--- src/rtl/pipeline_ctrl_if.sv ---
// -----------------------------------------------------------------------------
// pipeline_ctrl_if
// Groups the hazard/handshake requests and the stage control outputs of the
// pipeline stall/flush sequencer into one bundle.
//   master : drives the requests and reads the controls (core / testbench side)
//   slave  : reads the requests and drives the controls (pipeline_ctrl side)
// Requests : load_use_stall, branch_taken, imem_ready, dmem_req, dmem_ready,
//            halt_req, resume
// Controls : pc_en, if_id_en, id_ex_en, ex_mem_en, mem_wb_en, if_id_flush,
//            id_ex_flush, mem_wb_flush, halted, bus_error, stall_cnt, flush_cnt
// -----------------------------------------------------------------------------
interface pipeline_ctrl_if;
    logic        load_use_stall;
    logic        branch_taken;
    logic        imem_ready;
    logic        dmem_req;
    logic        dmem_ready;
    logic        halt_req;
    logic        resume;

    logic        pc_en;
    logic        if_id_en;
    logic        id_ex_en;
    logic        ex_mem_en;
    logic        mem_wb_en;
    logic        if_id_flush;
    logic        id_ex_flush;
    logic        mem_wb_flush;
    logic        halted;
    logic        bus_error;
    logic [31:0] stall_cnt;
    logic [31:0] flush_cnt;

    modport master (
        output load_use_stall, branch_taken, imem_ready, dmem_req, dmem_ready,
               halt_req, resume,
        input  pc_en, if_id_en, id_ex_en, ex_mem_en, mem_wb_en, if_id_flush,
               id_ex_flush, mem_wb_flush, halted, bus_error, stall_cnt, flush_cnt
    );

    modport slave (
        input  load_use_stall, branch_taken, imem_ready, dmem_req, dmem_ready,
               halt_req, resume,
        output pc_en, if_id_en, id_ex_en, ex_mem_en, mem_wb_en, if_id_flush,
               id_ex_flush, mem_wb_flush, halted, bus_error, stall_cnt, flush_cnt
    );
endinterface

--- src/rtl/pipeline_ctrl.sv ---
// -----------------------------------------------------------------------------
// pipeline_ctrl
// Central stall/flush sequencer for the 5-stage RV32I pipeline. Decodes the
// load-use stall, EX redirect, instruction/data memory waits and WB halt
// request into the PC enable and per-stage register enable/flush controls.
// Owns the RUN/HALT state machine and a data-memory timeout watchdog.
//
// Parameters:
//   DMEM_TIMEOUT  max consecutive data-memory wait cycles before bus error
// Ports:
//   clk   pipeline clock
//   rst   asynchronous, active-high reset
//   bus   pipeline_ctrl_if.slave (requests in, stage controls/status out)
// Build option:
//   PIPE_CTRL_PERF_EN  when defined, adds saturating stall/redirect counters;
//                      otherwise stall_cnt/flush_cnt are tied to zero.
// -----------------------------------------------------------------------------
module pipeline_ctrl #(
    parameter int DMEM_TIMEOUT = 255
) (
    input  logic            clk,
    input  logic            rst,
    pipeline_ctrl_if.slave  bus
);

    typedef enum logic {RUN, HALT} state_t;

    localparam int                  WAIT_W    = $clog2(DMEM_TIMEOUT + 1);
    localparam logic [WAIT_W-1:0]   WAIT_LAST = WAIT_W'(DMEM_TIMEOUT - 1);

    state_t            state;
    state_t            state_next;
    logic [WAIT_W-1:0] wait_cnt;
    logic              bus_error;
    logic              freeze;
    logic              timeout;

    // Raw decode before the flush-implies-enable override.
    logic pc_en, if_id_en, id_ex_en, ex_mem_en, mem_wb_en;
    logic if_id_flush, id_ex_flush, mem_wb_flush;

    // A MEM-stage access still waiting on data memory freezes the whole pipe.
    assign freeze  = (state == RUN) && bus.dmem_req && !bus.dmem_ready;
    assign timeout = freeze && (wait_cnt == WAIT_LAST);

    // ---------------------------------------------------------------- state
    // NOTE: sequential state uses non-blocking assignments so every register
    // samples pre-edge values regardless of process ordering.
    always_ff @(posedge clk or posedge rst) begin
        if (rst) state <= RUN;
        else     state <= state_next;
    end

    // ----------------------------------------------------------- next state
    // NOTE: every combinational output gets a default first, so no path
    // leaves a signal unassigned and no latch is inferred.
    always_comb begin
        state_next = state;
        unique case (state)
            RUN: begin
                // Freeze masks halt_req; the halt is taken once memory answers.
                if (timeout)                    state_next = HALT;
                else if (!freeze && bus.halt_req) state_next = HALT;
            end
            HALT: begin
                if (bus.resume) state_next = RUN;
            end
            default: state_next = RUN;
        endcase
    end

    // --------------------------------------------------------- output decode
    always_comb begin
        pc_en        = 1'b0;
        if_id_en     = 1'b0;
        id_ex_en     = 1'b0;
        ex_mem_en    = 1'b0;
        mem_wb_en    = 1'b0;
        if_id_flush  = 1'b0;
        id_ex_flush  = 1'b0;
        mem_wb_flush = 1'b0;
        if (state == RUN) begin
            if (freeze) begin
                // Hold everything upstream; WB receives a bubble each cycle.
                mem_wb_flush = 1'b1;
            end else if (bus.branch_taken) begin
                {pc_en, if_id_en, id_ex_en, ex_mem_en, mem_wb_en} = '1;
                if_id_flush = 1'b1;
                id_ex_flush = 1'b1;
            end else if (bus.load_use_stall) begin
                ex_mem_en   = 1'b1;
                mem_wb_en   = 1'b1;
                id_ex_flush = 1'b1;
            end else if (!bus.imem_ready) begin
                {if_id_en, id_ex_en, ex_mem_en, mem_wb_en} = '1;
                if_id_flush = 1'b1;
            end else begin
                {pc_en, if_id_en, id_ex_en, ex_mem_en, mem_wb_en} = '1;
            end
        end
    end

    // A flush loads the bubble into the register, so it must also be written.
    assign bus.pc_en        = pc_en;
    assign bus.if_id_en     = if_id_en  | if_id_flush;
    assign bus.id_ex_en     = id_ex_en  | id_ex_flush;
    assign bus.ex_mem_en    = ex_mem_en;
    assign bus.mem_wb_en    = mem_wb_en | mem_wb_flush;
    assign bus.if_id_flush  = if_id_flush;
    assign bus.id_ex_flush  = id_ex_flush;
    assign bus.mem_wb_flush = mem_wb_flush;
    assign bus.halted       = (state == HALT);
    assign bus.bus_error    = bus_error;

    // -------------------------------------------------------------- watchdog
    // Counts consecutive freeze cycles; any non-freeze cycle (incl. HALT) clears.
    always_ff @(posedge clk or posedge rst) begin
        if (rst)         wait_cnt <= '0;
        else if (freeze) wait_cnt <= wait_cnt + 1'b1;
        else             wait_cnt <= '0;
    end

    // Sticky until the debugger resumes the core out of HALT.
    always_ff @(posedge clk or posedge rst) begin
        if (rst)                                bus_error <= 1'b0;
        else if (timeout)                       bus_error <= 1'b1;
        else if (state == HALT && bus.resume)   bus_error <= 1'b0;
    end

    // ------------------------------------------------------ perf counters
`ifdef PIPE_CTRL_PERF_EN
    logic [31:0] stall_q;
    logic [31:0] flush_q;

    always_ff @(posedge clk or posedge rst) begin
        if (rst) begin
            stall_q <= '0;
            flush_q <= '0;
        end else begin
            if (state == RUN && !pc_en && stall_q != '1)
                stall_q <= stall_q + 32'd1;
            if (state == RUN && !freeze && bus.branch_taken && flush_q != '1)
                flush_q <= flush_q + 32'd1;
        end
    end

    assign bus.stall_cnt = stall_q;
    assign bus.flush_cnt = flush_q;
`else
    assign bus.stall_cnt = '0;
    assign bus.flush_cnt = '0;
`endif

endmodule

--- src/flat_wrapper.sv ---
// flat-port wrapper written by rule: the top's interface ports become plain ports
module pipeline_ctrl_flat 
#(
    parameter int DMEM_TIMEOUT = 255
)
  (clk, rst, bus_load_use_stall, bus_branch_taken, bus_imem_ready, bus_dmem_req, bus_dmem_ready, bus_halt_req, bus_resume, bus_pc_en, bus_if_id_en, bus_id_ex_en, bus_ex_mem_en, bus_mem_wb_en, bus_if_id_flush, bus_id_ex_flush, bus_mem_wb_flush, bus_halted, bus_bus_error, bus_stall_cnt, bus_flush_cnt);
  pipeline_ctrl_if bus_i ();
  input  logic clk;
  input  logic rst;
  input wire logic [$bits(bus_i.load_use_stall)-1:0] bus_load_use_stall;
  input wire logic [$bits(bus_i.branch_taken)-1:0] bus_branch_taken;
  input wire logic [$bits(bus_i.imem_ready)-1:0] bus_imem_ready;
  input wire logic [$bits(bus_i.dmem_req)-1:0] bus_dmem_req;
  input wire logic [$bits(bus_i.dmem_ready)-1:0] bus_dmem_ready;
  input wire logic [$bits(bus_i.halt_req)-1:0] bus_halt_req;
  input wire logic [$bits(bus_i.resume)-1:0] bus_resume;
  output wire logic [$bits(bus_i.pc_en)-1:0] bus_pc_en;
  output wire logic [$bits(bus_i.if_id_en)-1:0] bus_if_id_en;
  output wire logic [$bits(bus_i.id_ex_en)-1:0] bus_id_ex_en;
  output wire logic [$bits(bus_i.ex_mem_en)-1:0] bus_ex_mem_en;
  output wire logic [$bits(bus_i.mem_wb_en)-1:0] bus_mem_wb_en;
  output wire logic [$bits(bus_i.if_id_flush)-1:0] bus_if_id_flush;
  output wire logic [$bits(bus_i.id_ex_flush)-1:0] bus_id_ex_flush;
  output wire logic [$bits(bus_i.mem_wb_flush)-1:0] bus_mem_wb_flush;
  output wire logic [$bits(bus_i.halted)-1:0] bus_halted;
  output wire logic [$bits(bus_i.bus_error)-1:0] bus_bus_error;
  output wire logic [$bits(bus_i.stall_cnt)-1:0] bus_stall_cnt;
  output wire logic [$bits(bus_i.flush_cnt)-1:0] bus_flush_cnt;
  assign bus_i.load_use_stall = bus_load_use_stall;
  assign bus_i.branch_taken = bus_branch_taken;
  assign bus_i.imem_ready = bus_imem_ready;
  assign bus_i.dmem_req = bus_dmem_req;
  assign bus_i.dmem_ready = bus_dmem_ready;
  assign bus_i.halt_req = bus_halt_req;
  assign bus_i.resume = bus_resume;
  assign bus_pc_en = bus_i.pc_en;
  assign bus_if_id_en = bus_i.if_id_en;
  assign bus_id_ex_en = bus_i.id_ex_en;
  assign bus_ex_mem_en = bus_i.ex_mem_en;
  assign bus_mem_wb_en = bus_i.mem_wb_en;
  assign bus_if_id_flush = bus_i.if_id_flush;
  assign bus_id_ex_flush = bus_i.id_ex_flush;
  assign bus_mem_wb_flush = bus_i.mem_wb_flush;
  assign bus_halted = bus_i.halted;
  assign bus_bus_error = bus_i.bus_error;
  assign bus_stall_cnt = bus_i.stall_cnt;
  assign bus_flush_cnt = bus_i.flush_cnt;
  pipeline_ctrl #(.DMEM_TIMEOUT(DMEM_TIMEOUT)) u_core (.clk(clk), .rst(rst), .bus(bus_i));
endmodule
--- config.mk ---
export PLATFORM = sky130hd
export DESIGN_NAME = pipeline_ctrl_flat
export DESIGN_NICKNAME = d
export VERILOG_FILES = /design/src/rtl/pipeline_ctrl_if.sv /design/src/rtl/pipeline_ctrl.sv /design/src/flat_wrapper.sv
export SDC_FILE = /design/constraint.sdc
export NUM_CORES = 1
export LEC_CHECK = 0
export CAP_MARGIN = 30
export CORE_ASPECT_RATIO = 0.7
export CORE_MARGIN = 3
export CORE_UTILIZATION = 30
export DETAILED_ROUTE_END_ITERATION = 8
export PLACE_DENSITY = 0.77
export SLEW_MARGIN = 15
export SYNTH_ARGS = -nofsm -noshare
export SYNTH_HDL_FRONTEND = slang
export SYNTH_SLANG_ARGS = --single-unit
--- constraint.sdc ---
create_clock -name clk -period 1.4 [get_ports clk]
set_clock_uncertainty 0.1 [all_clocks]
set_input_delay 0.14 -clock clk [delete_from_list [all_inputs] [get_ports clk]]
set_output_delay 0.14 -clock clk [all_outputs]
set_load 0.005 [all_outputs]
Yosys cells after proc, flatten, opt, wreduce, memory -nomap -nowiden
Cells that the tools add are included.
{"block": "word_totals", "ff_bits": 10, "latch_bits": 0, "ramBits": 0, "rom_bits": 0, "in_bits": 9, "out_inout_bits": 74, "elab_cells": 46, "n_memories": 0}
{"block": "classes", "addsub": 1, "multipliers": 0, "div_mod_pow": 0, "magnitude_cmp": 0, "eq_ne": 1, "shift": 0, "muxes": 29, "n_bitwise": 4, "reduce_logical": 8}
{"operator": "$mux 1", "count": 27}
{"operator": "$add 8x1->8 const B", "count": 1}
{"operator": "$eq 8x8->1 const B", "count": 1}
{"operator": "$mux 8", "count": 1}
{"operator": "$logic_and 1x1->1", "count": 5}
{"operator": "$or 1x1->1", "count": 3}
{"operator": "$logic_not 1->1", "count": 2}
{"operator": "$pmux 1 s2", "count": 1}
{"operator": "$reduce_bool 2->1", "count": 1}
{"operator": "$not 1->1", "count": 1}

Logic depth before layout (Yosys ltp)
{"block": "depth", "ltp_word": 8, "depth_mapped": 5}

Worst setup path before layout
No wires, ideal clock.
{"block": "synth_path", "kind": "register to register", "from": "reg u_core.state, in the netlist u_core.bus.halted", "to": "reg u_core.state, in the netlist u_core.bus.halted", "setup_ns": 0.064, "arrival_ns": 1.243, "t_required_ns": 1.236, "path_slack_ns": -0.008, "stages_incl_launch_ff": 5, "n_path_buf": 1, "period_less_slack_ns": 1.408, "cell_sequence": "dfrtp_1 > or3b_1 > buf_6 > nor3_4 > a221o_2"}
{"block": "synth_between", "elab_chain_cells": 8, "word_cells_on_any_way": 9, "classes_between": "3 x mux; 1 x bitwise; 5 x reduce/logical"}
{"element": "from (decl)", "line": "pipeline_ctrl.sv:31", "source": "state_t state;"}
{"element": "from (signal assigned)", "line": "pipeline_ctrl.sv:51", "source": "else state <= state_next;"}
{"element": "$not 1->1"}
{"element": "$logic_and 1x1->1 (2 in a row)", "line": "pipeline_ctrl.sv:43", "source": "assign freeze = (state == RUN) && bus.dmem_req && !bus.dmem_ready;"}
{"element": "$logic_not 1->1", "line": "pipeline_ctrl.sv:63", "source": "else if (!freeze && bus.halt_req) state_next = HALT;"}
{"element": "$logic_and 1x1->1", "line": "pipeline_ctrl.sv:63"}
{"element": "$mux 1", "line": "pipeline_ctrl.sv:63"}
{"element": "$mux 1", "line": "pipeline_ctrl.sv:62", "source": "if (timeout) state_next = HALT;"}
{"element": "$pmux 1 s2 (*)", "line": "pipeline_ctrl.sv:59", "source": "unique case (state)"}
{"element": "named net u_core.state_next", "line": "pipeline_ctrl.sv:32", "source": "state_t state_next;"}
The timed path passes the listed nets; every way through them passes the cells marked *.
A chain may end at the register's enable or synchronous reset.

Worst setup path in the final report
{"block": "layout_path", "from": "reg u_core.state, in the netlist u_core.bus.halted", "to": "out bus_mem_wb_flush"}
{"block": "layout_between", "elab_chain_cells": 5}
{"element": "$not 1->1"}
{"element": "$logic_and 1x1->1 (2 in a row)", "line": "pipeline_ctrl.sv:43"}
{"element": "$mux 1", "line": "pipeline_ctrl.sv:83", "source": "if (freeze) begin"}
{"element": "$mux 1 (*)", "line": "pipeline_ctrl.sv:82", "source": "if (state == RUN) begin"}
{"element": "to (decl)", "line": "flat_wrapper.sv:24", "source": "output wire logic [$bits(bus_i.mem_wb_flush)-1:0] bus_mem_wb_flush;"}
Mark *: on every way between the ends. The rest lies on a longest branch, timed or not.

==> results.txt <==
- Cells with a size suffix above 1 make up approximately 27% of the layout.
- Number of nets in the layout: between 150 and 200
- Final sum of negative setup slack: -74.6 ps
- Setup violations, final: 3
* Fin. max-slew vios: 0
- Smallest setup slack after layout: -57.0 ps
- Tcrit/Tclk final: 104%
- Main combinational cell family by area after synthesis: buffers and inverters
* Mean routed wirelength per cell: just under 9 um
- RSZ-0062 raised after global routing: true
- The run finished, with violations left.
- Global placement routability congestion: slightly above 0.7
- The HPWL after detailed placement is around 1400 um.
- The first global-routing pass estimated ~2600 um of wire.
- Of the synthesized area, sequential elements account for about a quarter.
- Worst-case hold slack: 82.4 ps
* Max Clock Freq: between 0.6 and 0.7 GHz
- Timing analysis after detailed placement gives a worst setup slack of -624 ps.
- The total area inside the core boundary comes to 3230 um2.
* Layout overhead on the synthesized area: 13.7%
- Clock Tree Buf Depth: 2
- Root buffer cell: sky130_fd_sc_hd__clkbuf_8
- The first routing iteration left 6 violations.
* Post-route DRC: 0
* Via-per-instance ratio: approximately 3.3
* Clock period minus final worst setup slack: around 1500 ps
- Final global-route overflow total: 0
- CP bufs+invs: 2
- Routed signal wires occupy layers up through met4.
- In this design, the largest share of critical-path delay is due to flip-flops.
* LEAKAGE: roughly 0.64 nW
* Data required time at the worst endpoint: about 1200 ps
- Of the total synthesized cell area, the portion taken by AND, OR, NAND and NOR gates is about 12%.
* Max Cap Violations: 0
* Number of port buffers: 18
- The floorplan has 17 rows.
* Die height: roughly 55 um
* Max FO, Critical Path: 3
- Maximum number of pins on one net before global-route repair: 11
* Slack of the worst reg-to-reg path: around 20 ps
- CTS H-Tree Depth: 1
- Slowest stage cell, crit path: sky130_fd_sc_hd__dfrtp_2
- Multiplexer fraction of the synthesized cell area: 0%
* Total of flip-flops plus latches after synthesis: 10
* Via count of the first global-routing pass: ~580
* Top Ports: 83
- Total global routing track utilization: 7.86%
- For this design the ratio of total power to cell area is roughly 710 nW/um2.
- Hold violation total from the final report: 0
- STA classifies the critical path endpoint as an output pin.
* Met3 routed wirelength: around 120 um
- VDD IR max: roughly 0.48 mV
- Routed met1 length: roughly 680 um
* Compound-Gate Fraction of Synth Area: under 10%
- At the later pin of the worst-skew pair, clock insertion delay measures ~230 ps.
* Adder and majority gate portion of the synthesized area: 2.40%
- Vias after detailed routing: between 600 and 700
* Violated checks: negative setup slack
- Worst Hold Class: in -> async
- STA puts the critical path data arrival time at ~1200 ps.
- Pre-antenna DRT Iters: 4
- Wire length after detailed routing: between 1500 and 2000 um
* WS Path Type: reg -> out
* Number of unique standard cell types used by synthesis: 22
* Clock-pin slew of the registers on the worst-case setup and hold paths: about 40 ps
* Synthesized cell area: between 1000 and 1500 um2
* Number of nets still failing antenna checks after routing: 0
- Summed over all nets, wire length on met2 after detailed routing comes to 918 um.
* CTS buffer count: 3
* Post-CTS Hold Fix Bufs: 0
- A synthesized cell averages 8.48 um2.
- Cell count after synthesis: approximately 120
* List of cells traversed by the critical path: or3b_4, inv_2, buf_6
- During synthesis, Yosys emitted a total of 0 warnings.
- Initial core utilization: 32.3%
- Xor and xnor fraction of the mapped netlist area: about 2.5%
- DIE AREA: between 4000 and 5000 um2
- The floorplan step set the die width to ~76 um.
- Antenna violations before repair: 0
* Crit-path max cell delay: between 400 and 500 ps
- TritonCTS sink count: 10
- CP Launch Type: flip-flop
- 0 antenna diodes ended up in the layout.
- TritonCTS built the clock tree.
- Summing internal, switching and leakage power gives 0.000840 W.
[placed cells by master, fill, tap and decap left out, types with 2 or more instances in the layout]
cell type,instances
sky130_fd_sc_hd__inv_1,6
sky130_fd_sc_hd__nor2_1,2
sky130_fd_sc_hd__nor2_2,4
sky130_fd_sc_hd__dlygate4sd2_1,2
sky130_fd_sc_hd__dfrtp_1,8
sky130_fd_sc_hd__buf_2,7
sky130_fd_sc_hd__xor2_1,2
sky130_fd_sc_hd__or3_1,3
sky130_fd_sc_hd__a21oi_2,3
sky130_fd_sc_hd__nand2_1,2
sky130_fd_sc_hd__buf_4,4
sky130_fd_sc_hd__conb_1,64
sky130_fd_sc_hd__inv_2,2
sky130_fd_sc_hd__ha_1,2
sky130_fd_sc_hd__dfrtp_2,2
sky130_fd_sc_hd__clkbuf_8,3
sky130_fd_sc_hd__clkdlybuf4s50_1,7
sky130_fd_sc_hd__nand3_1,5
sky130_fd_sc_hd__a21boi_2,2
sky130_fd_sc_hd__o21ai_0,3
sky130_fd_sc_hd__buf_6,8
sky130_fd_sc_hd__o21a_1,2
[per-stage QoR]
step / utilization (%) / area, um2 / std cells
4_1_cts: 36.1 / 1170 / 199
5_1_grt: 36.7 / 1190 / 200
3_3_place_gp: 32.9 / 1060 / 191
2_1_floorplan: - / 1280 / 186
3_5_place_dp: 32.9 / 1060 / 191
6_report: 36.7 / 1190 / 200
[cell families (layout without fill, tap and decap cells)]
logic type,count (synthesis),in the layout
AO/OA/AOI/OAI,14,14
XOR/XNOR,3,3
AND/OR/NAND/NOR,20,20
other,1,64
buffers and inverters,73,40
adder cells (fa/ha/maj),2,2
flip-flops,10,10
[layer usage]
layer	vias to the layer above	GRT usage, %
li1	321	-
met1	301	8.73
met2	29	13.6
met3	4	1.95
met4	0	4.65
met5	-	0
[layout make-up]
type | count | area, um2
fill | 361 | 2050
multi-input combinational | 103 | 551
sequential | 10 | 253
timing repair buffer | 29 | 253
tap | 47 | 58.8
clock buffer | 3 | 41.3
inverter | 8 | 30.0
[report_power, final]
group / switching [W] / internal [W]
Clock: 0.0000971 / 0.000187
Combinational: 0.000123 / 0.000124
Sequential: 0.0000103 / 0.000298
[final timing paths]
kind	from	end	cells after the start
max	u_core.bus.halted$_DFF_PP0_	bus_mem_wb_flush	3
min	rst	u_core.wait_cnt[4]$_DFF_PP0_	2
max reg2reg	u_core.bus.halted$_DFF_PP0_	u_core.bus.halted$_DFF_PP0_	4
min reg2reg	u_core.bus.bus_error$_DFFE_PP0P_	u_core.bus.bus_error$_DFFE_PP0P_	1
max in group asynchronous	rst	u_core.wait_cnt[0]$_DFF_PP0_	2
min in group clk	u_core.bus.bus_error$_DFFE_PP0P_	u_core.bus.bus_error$_DFFE_PP0P_	1
[state kept, by name (all words and copies together), names as in the netlist]
register / cells
u_core.bus.halted: 1
u_core.wait_cnt: 8
u_core.bus.bus_error: 1
[repair_timing]
action	CTS	global route
endpoints found under the setup margin	11	16
buffers inserted	5	2
pin swaps	4	1
gates resized for setup	57	5
hold endpoints to repair	0	0
[synthesized netlist by cell type (all sizes together)]
cell type | n | area, um2
a21boi | 2 | 15.0
a21o | 1 | 8.76
a21oi | 5 | 25.0
a221o | 1 | 11.3
buf | 65 | 492
conb | 1 | 3.75
dfrtp | 10 | 250
ha | 2 | 25.0
inv | 8 | 30.0
nand2 | 2 | 7.51
nand2b | 1 | 6.26
nand3 | 5 | 25.0
nand4 | 1 | 21.3
nor2 | 6 | 22.5
nor3 | 1 | 16.3
o21a | 2 | 15.0
o21ai | 3 | 15.0
or3 | 3 | 18.8
or3b | 1 | 8.76
xnor2 | 1 | 8.76
xor2 | 2 | 17.5
(Power assumes the default switching activity.)
==> variant 1, RTL diff (same flow settings) <==
`DMEM_TIMEOUT` is set to 255 in 2 places; all go to 510.
--- a/src/rtl/pipeline_ctrl.sv
+++ b/src/rtl/pipeline_ctrl.sv
@@ -16,7 +16,7 @@
 //                      otherwise stall_cnt/flush_cnt are tied to zero.
 // -----------------------------------------------------------------------------
 module pipeline_ctrl #(
-    parameter int DMEM_TIMEOUT = 255
+    parameter int DMEM_TIMEOUT = 510
 ) (
     input  logic            clk,
     input  logic            rst,
--- a/src/flat_wrapper.sv
+++ b/src/flat_wrapper.sv
@@ -1,7 +1,7 @@
 // flat-port wrapper written by rule: the top's interface ports become plain ports
 module pipeline_ctrl_flat 
 #(
-    parameter int DMEM_TIMEOUT = 255
+    parameter int DMEM_TIMEOUT = 510
 )
   (clk, rst, bus_load_use_stall, bus_branch_taken, bus_imem_ready, bus_dmem_req, bus_dmem_ready, bus_halt_req, bus_resume, bus_pc_en, bus_if_id_en, bus_id_ex_en, bus_ex_mem_en, bus_mem_wb_en, bus_if_id_flush, bus_id_ex_flush, bus_mem_wb_flush, bus_halted, bus_bus_error, bus_stall_cnt, bus_flush_cnt);
   pipeline_ctrl_if bus_i ();
Check against the original RTL: same outputs for any inputs over 10 cycles, from zero or initial values and one cycle with rst high; that may be too few to reach the edited logic, so the function may still have changed.
==> variant 1 against the unedited design <==
The flow still finishes with violations (negative setup slack). Worst hold slack improved by 28 ps. Utilization up 0.99 points. Critical path depth grew 1. Register-to-register slack worse by 210 ps. Via count rose by 10%. Sequential cell count is 1 higher. Setup slack got worse by 140 ps. Wire length grew 19%. Final area is 3.4% higher. Power is 18% higher. First-iteration DRC count is 33% lower. Die area increased by 1.3%. Synthesized area increased by 1.4%. Largest power group unchanged. Highest routed layer unchanged.
==> variant 1: results (changes against the unedited design) <==
| Metric | Value |
|---|---|
| Status | `finished, violations left (unchanged)` |
| Failing checks | `negative setup slack (unchanged)` |
| Top cells by count, synth | `buf_4, dfrtp_1, inv_1 (unchanged)` |
| ClkCell Share | `3.67% (was 3.48%)` |
| Sequential power | `349 uW (was 309 uW)` |
| Met3 wire len | `130 um (was 115 um)` |
| Critical path's largest stage delay | `440 ps (was 420 ps)` |
| Setup total negative slack | `-684 ps (was -74.6 ps)` |
| Utilization after layout | `37.7% (was 36.7%)` |
| Sequential power share | `35.2% (was 36.7%)` |
| Clk network pwr share | `31.9% (was 33.8%)` |
| GR Util met1 | `10.4% (was 8.73%)` |
| Signal inverters | `7 (was 8)` |
| Post-CTS Setup Bufs | `4 (was 5)` |
| Multi-input logic area | `556 um2 (was 551 um2)` |
| Via Count | `722 (was 655)` |
| Grt met3 use | `2.91% (was 1.95%)` |
| #MultiIn Comb | `109 (was 103)` |
| Buffer share of cell area | `21.5% (was 21.3%)` |
| Initial antenna violation count | `0 (unchanged)` |
| GRT Overall Usage | `8.17% (was 7.86%)` |
| Routability cong. | `0.716 (was 0.714)` |
| Vias/cell | `3.47 (was 3.28)` |
| Share of cells above drive strength 1 | `21.1% (was 26.8%)` |
| First-pass GRT wire length | `2770 um (was 2640 um)` |
| Fin area | `0.00123 mm2 (was 0.00119 mm2)` |
| Pre-CTS setup slack | `-640 ps (was -624 ps)` |
| Endpoints failing setup | `7 (was 3)` |
| Final WS setup | `-193 ps (was -57.0 ps)` |
| Resized cells post-CTS | `36 (was 57)` |
| Worst vdd ir | `0.617 mV (was 0.482 mV)` |
| Layout Nets | `173 (was 166)` |
| Leakage | `0.000645 uW (was 0.000643 uW)` |
| Synth area leaders | `buf_4, dfrtp_1, a21oi_1, inv_1, ha_1 (was buf_4, dfrtp_1, inv_1, a21oi_1, ha_1)` |
| Sequential Area | `277 um2 (was 253 um2)` |
| Synthesized flop and latch total | `11 (was 10)` |
| GR Layer Usage met2 | `13.4% (was 13.6%)` |
| DP HPWL | `1490 um (was 1380 um)` |
| Register area share after synthesis | `26.0% (was 24.0%)` |
| Synthesized area per cell | `8.21 um2 (was 8.48 um2)` |
| Power Internal | `698 uW (was 610 uW)` |
| Worst Path Arrival | `1670 ps (was 1220 ps)` |
| Delay-heaviest family, CP | `simple AND/OR/NAND/NOR gates (was flip-flops)` |
| Antenna Cells | `0 (unchanged)` |
| Area after DPL | `0.00111 mm2 (was 0.00106 mm2)` |
| Crit-path max FO | `4 (was 3)` |
| Routed wl met2 | `1120 um (was 918 um)` |
| Pin count of the biggest net entering global routing | `12 (was 11)` |
| FILL cells | `343 (was 361)` |
variant 1: final timing paths:
kind | slack (ps) | endpoint | cells past startpoint | startpoint
worst max-delay path | -190 | u_core.wait_cnt[7] | 4 | u_core.bus.halted
worst min-delay path | 110 | u_core.wait_cnt[7] | 2 | rst
worst max register to register | -190 | u_core.wait_cnt[7] | 4 | u_core.bus.halted
worst min register to register | 410 | u_core.bus.bus_error | 2 | u_core.bus.bus_error
max in group asynchronous | 750 | u_core.bus.halted | 2 | rst
min in group clk | 410 | u_core.bus.bus_error | 2 | u_core.bus.bus_error
variant 1: kinds of logic (layout without fill, tap and decap cells):
kind of cell / count (synthesis) / in the layout / synth area share (%)
other: 1 / 64 / 0.354
XOR/XNOR: 3 / 3 / 2.48
AND/OR/NAND/NOR: 24 / 24 / 11.5
adder cells (fa/ha/maj): 2 / 2 / 2.36
AO/OA/AOI/OAI: 16 / 16 / 8.98
buffers and inverters: 72 / 41 / 48.3
flip-flops: 11 / 11 / 26.0
==> variant 2, RTL diff (same flow settings) <==
Made on the original files. Build with the macro `PIPE_CTRL_PERF_EN` defined.
--- a/src/rtl/pipeline_ctrl.sv
+++ b/src/rtl/pipeline_ctrl.sv
@@ -15,6 +15,8 @@
 //   PIPE_CTRL_PERF_EN  when defined, adds saturating stall/redirect counters;
 //                      otherwise stall_cnt/flush_cnt are tied to zero.
 // -----------------------------------------------------------------------------
+`define PIPE_CTRL_PERF_EN
+
 module pipeline_ctrl #(
     parameter int DMEM_TIMEOUT = 255
 ) (
Check against the original RTL: not equivalent (a bounded check fails within 4 cycles, from zero or initial values and one cycle with rst high).
==> variant 2 against the unedited design <==
The run still ends with negative setup slack left. Global-route usage up 10 points. Synthesized area rose to 3.6 times the old value. Sequential cell count up 64. Final cell count rose to 3.9 times the old value. Count of clock-buffer cells in the layout up 8. Largest power group is now the clock network. Maximum frequency down 29%. Sequential power rose to 8.1 times the old value. Wire length rose to 7.6 times the old value. Sequential share of layout area up 4.3 points. Setup slack worse by 610 ps. Final area rose to 6.1 times the old value. Power rose to 9.1 times the old value.
==> variant 2: results (changes against the unedited design) <==
| Metric | Value |
|---|---|
| Critical path's largest stage delay | `450 ps (was 420 ps)` |
| Routed wl met2 | `6830 um (was 918 um)` |
| Register area share after synthesis | `49.7% (was 24.0%)` |
| Slowest CP cell | `or3_4 (was dfrtp_2)` |
| Routability cong. | `0.819 (was 0.714)` |
| Endpoints failing setup | `84 (was 3)` |
| Post-CTS Setup Bufs | `48 (was 5)` |
| Top cells by count, synth | `dfrtp_1, xnor2_1, nand4_1 (was buf_4, dfrtp_1, inv_1)` |
| Clk root buf | `clkbuf_16 (was clkbuf_8)` |
| Leakage | `0.00353 uW (was 0.000643 uW)` |
| Compound-Gate Fraction of Synth Area | `4.20% (was 8.63%)` |
| Share of cells above drive strength 1 | `53.1% (was 26.8%)` |
| Status | `finished, violations left (unchanged)` |
| FILL cells | `869 (was 361)` |
| GR Layer Usage met2 | `31.7% (was 13.6%)` |
| DP HPWL | `8160 um (was 1380 um)` |
| Vias in the first global route | `4,013 (was 582)` |
| Final WS setup | `-662 ps (was -57.0 ps)` |
| Failing checks | `negative setup slack (unchanged)` |
| Multiplexer share of the synthesized area | `0.874% (was 0%)` |
| Worst R2R Path Depth | `6 (was 4)` |
| Pre-CTS setup slack | `-691 ps (was -624 ps)` |
| GRT Overall Usage | `18.3% (was 7.86%)` |
| First-pass GRT wire length | `20,500 um (was 2640 um)` |
| H-Tree Depth | `3 (was 1)` |
| Layout Nets | `633 (was 166)` |
| Pin count of the biggest net entering global routing | `43 (was 11)` |
| Synth area leaders | `dfrtp_1, xnor2_1, xor2_1, nand4_1, nand3_1 (was buf_4, dfrtp_1, inv_1, a21oi_1, ha_1)` |
| DR iter-0 viols | `220 (was 6)` |
| Resized cells post-CTS | `237 (was 57)` |
| Area delta synth->final | `94.4% (was 13.7%)` |
| Delay-heaviest family, CP | `simple AND/OR/NAND/NOR gates (was flip-flops)` |
| Grt met3 use | `5.09% (was 1.95%)` |
| Port bufs | `82 (was 18)` |
| Power Internal | `5600 uW (was 610 uW)` |
| CP Class | `flop to flop (was flop to output port)` |
## variant 2: cell count changes after synthesis, sizes merged, moves of 21 or more
cell and change:
nand3 +23, xnor2 +40, buf -63, xor2 +23, nand4 +29, nor2 +21
dfrtp +64
## variant 2: area by class of cell
cell class / instances / area (um2) / share of cell area (%)
Multi-Input combinational cell: 260 / 2450 / 33.8
Timing Repair Buffer: 268 / 2340 / 32.3
Sequential cell: 74 / 1850 / 25.6
Clock buffer: 11 / 243 / 3.36
Tap cell: 157 / 196 / 2.72
Clock inverter: 5 / 125 / 1.73
Inverter: 7 / 30.0 / 0.415
## variant 2: per-stage QoR
step / hold slack, ps / power, uW / cells / area (um2) / setup TNS [ps]
5_1_grt: 188 / 7940 / 782 / 7230 / -41670
6_report: 169 / 7660 / 782 / 7230 / -37350
3_3_place_gp: 371 / 4020 / 697 / 5810 / -37380
3_5_place_dp: 390 / 4100 / 697 / 5810 / -40290
4_1_cts: 167 / 7330 / 758 / 6720 / -32490
2_1_floorplan: 131 / 3100 / 347 / 3910 / -21240
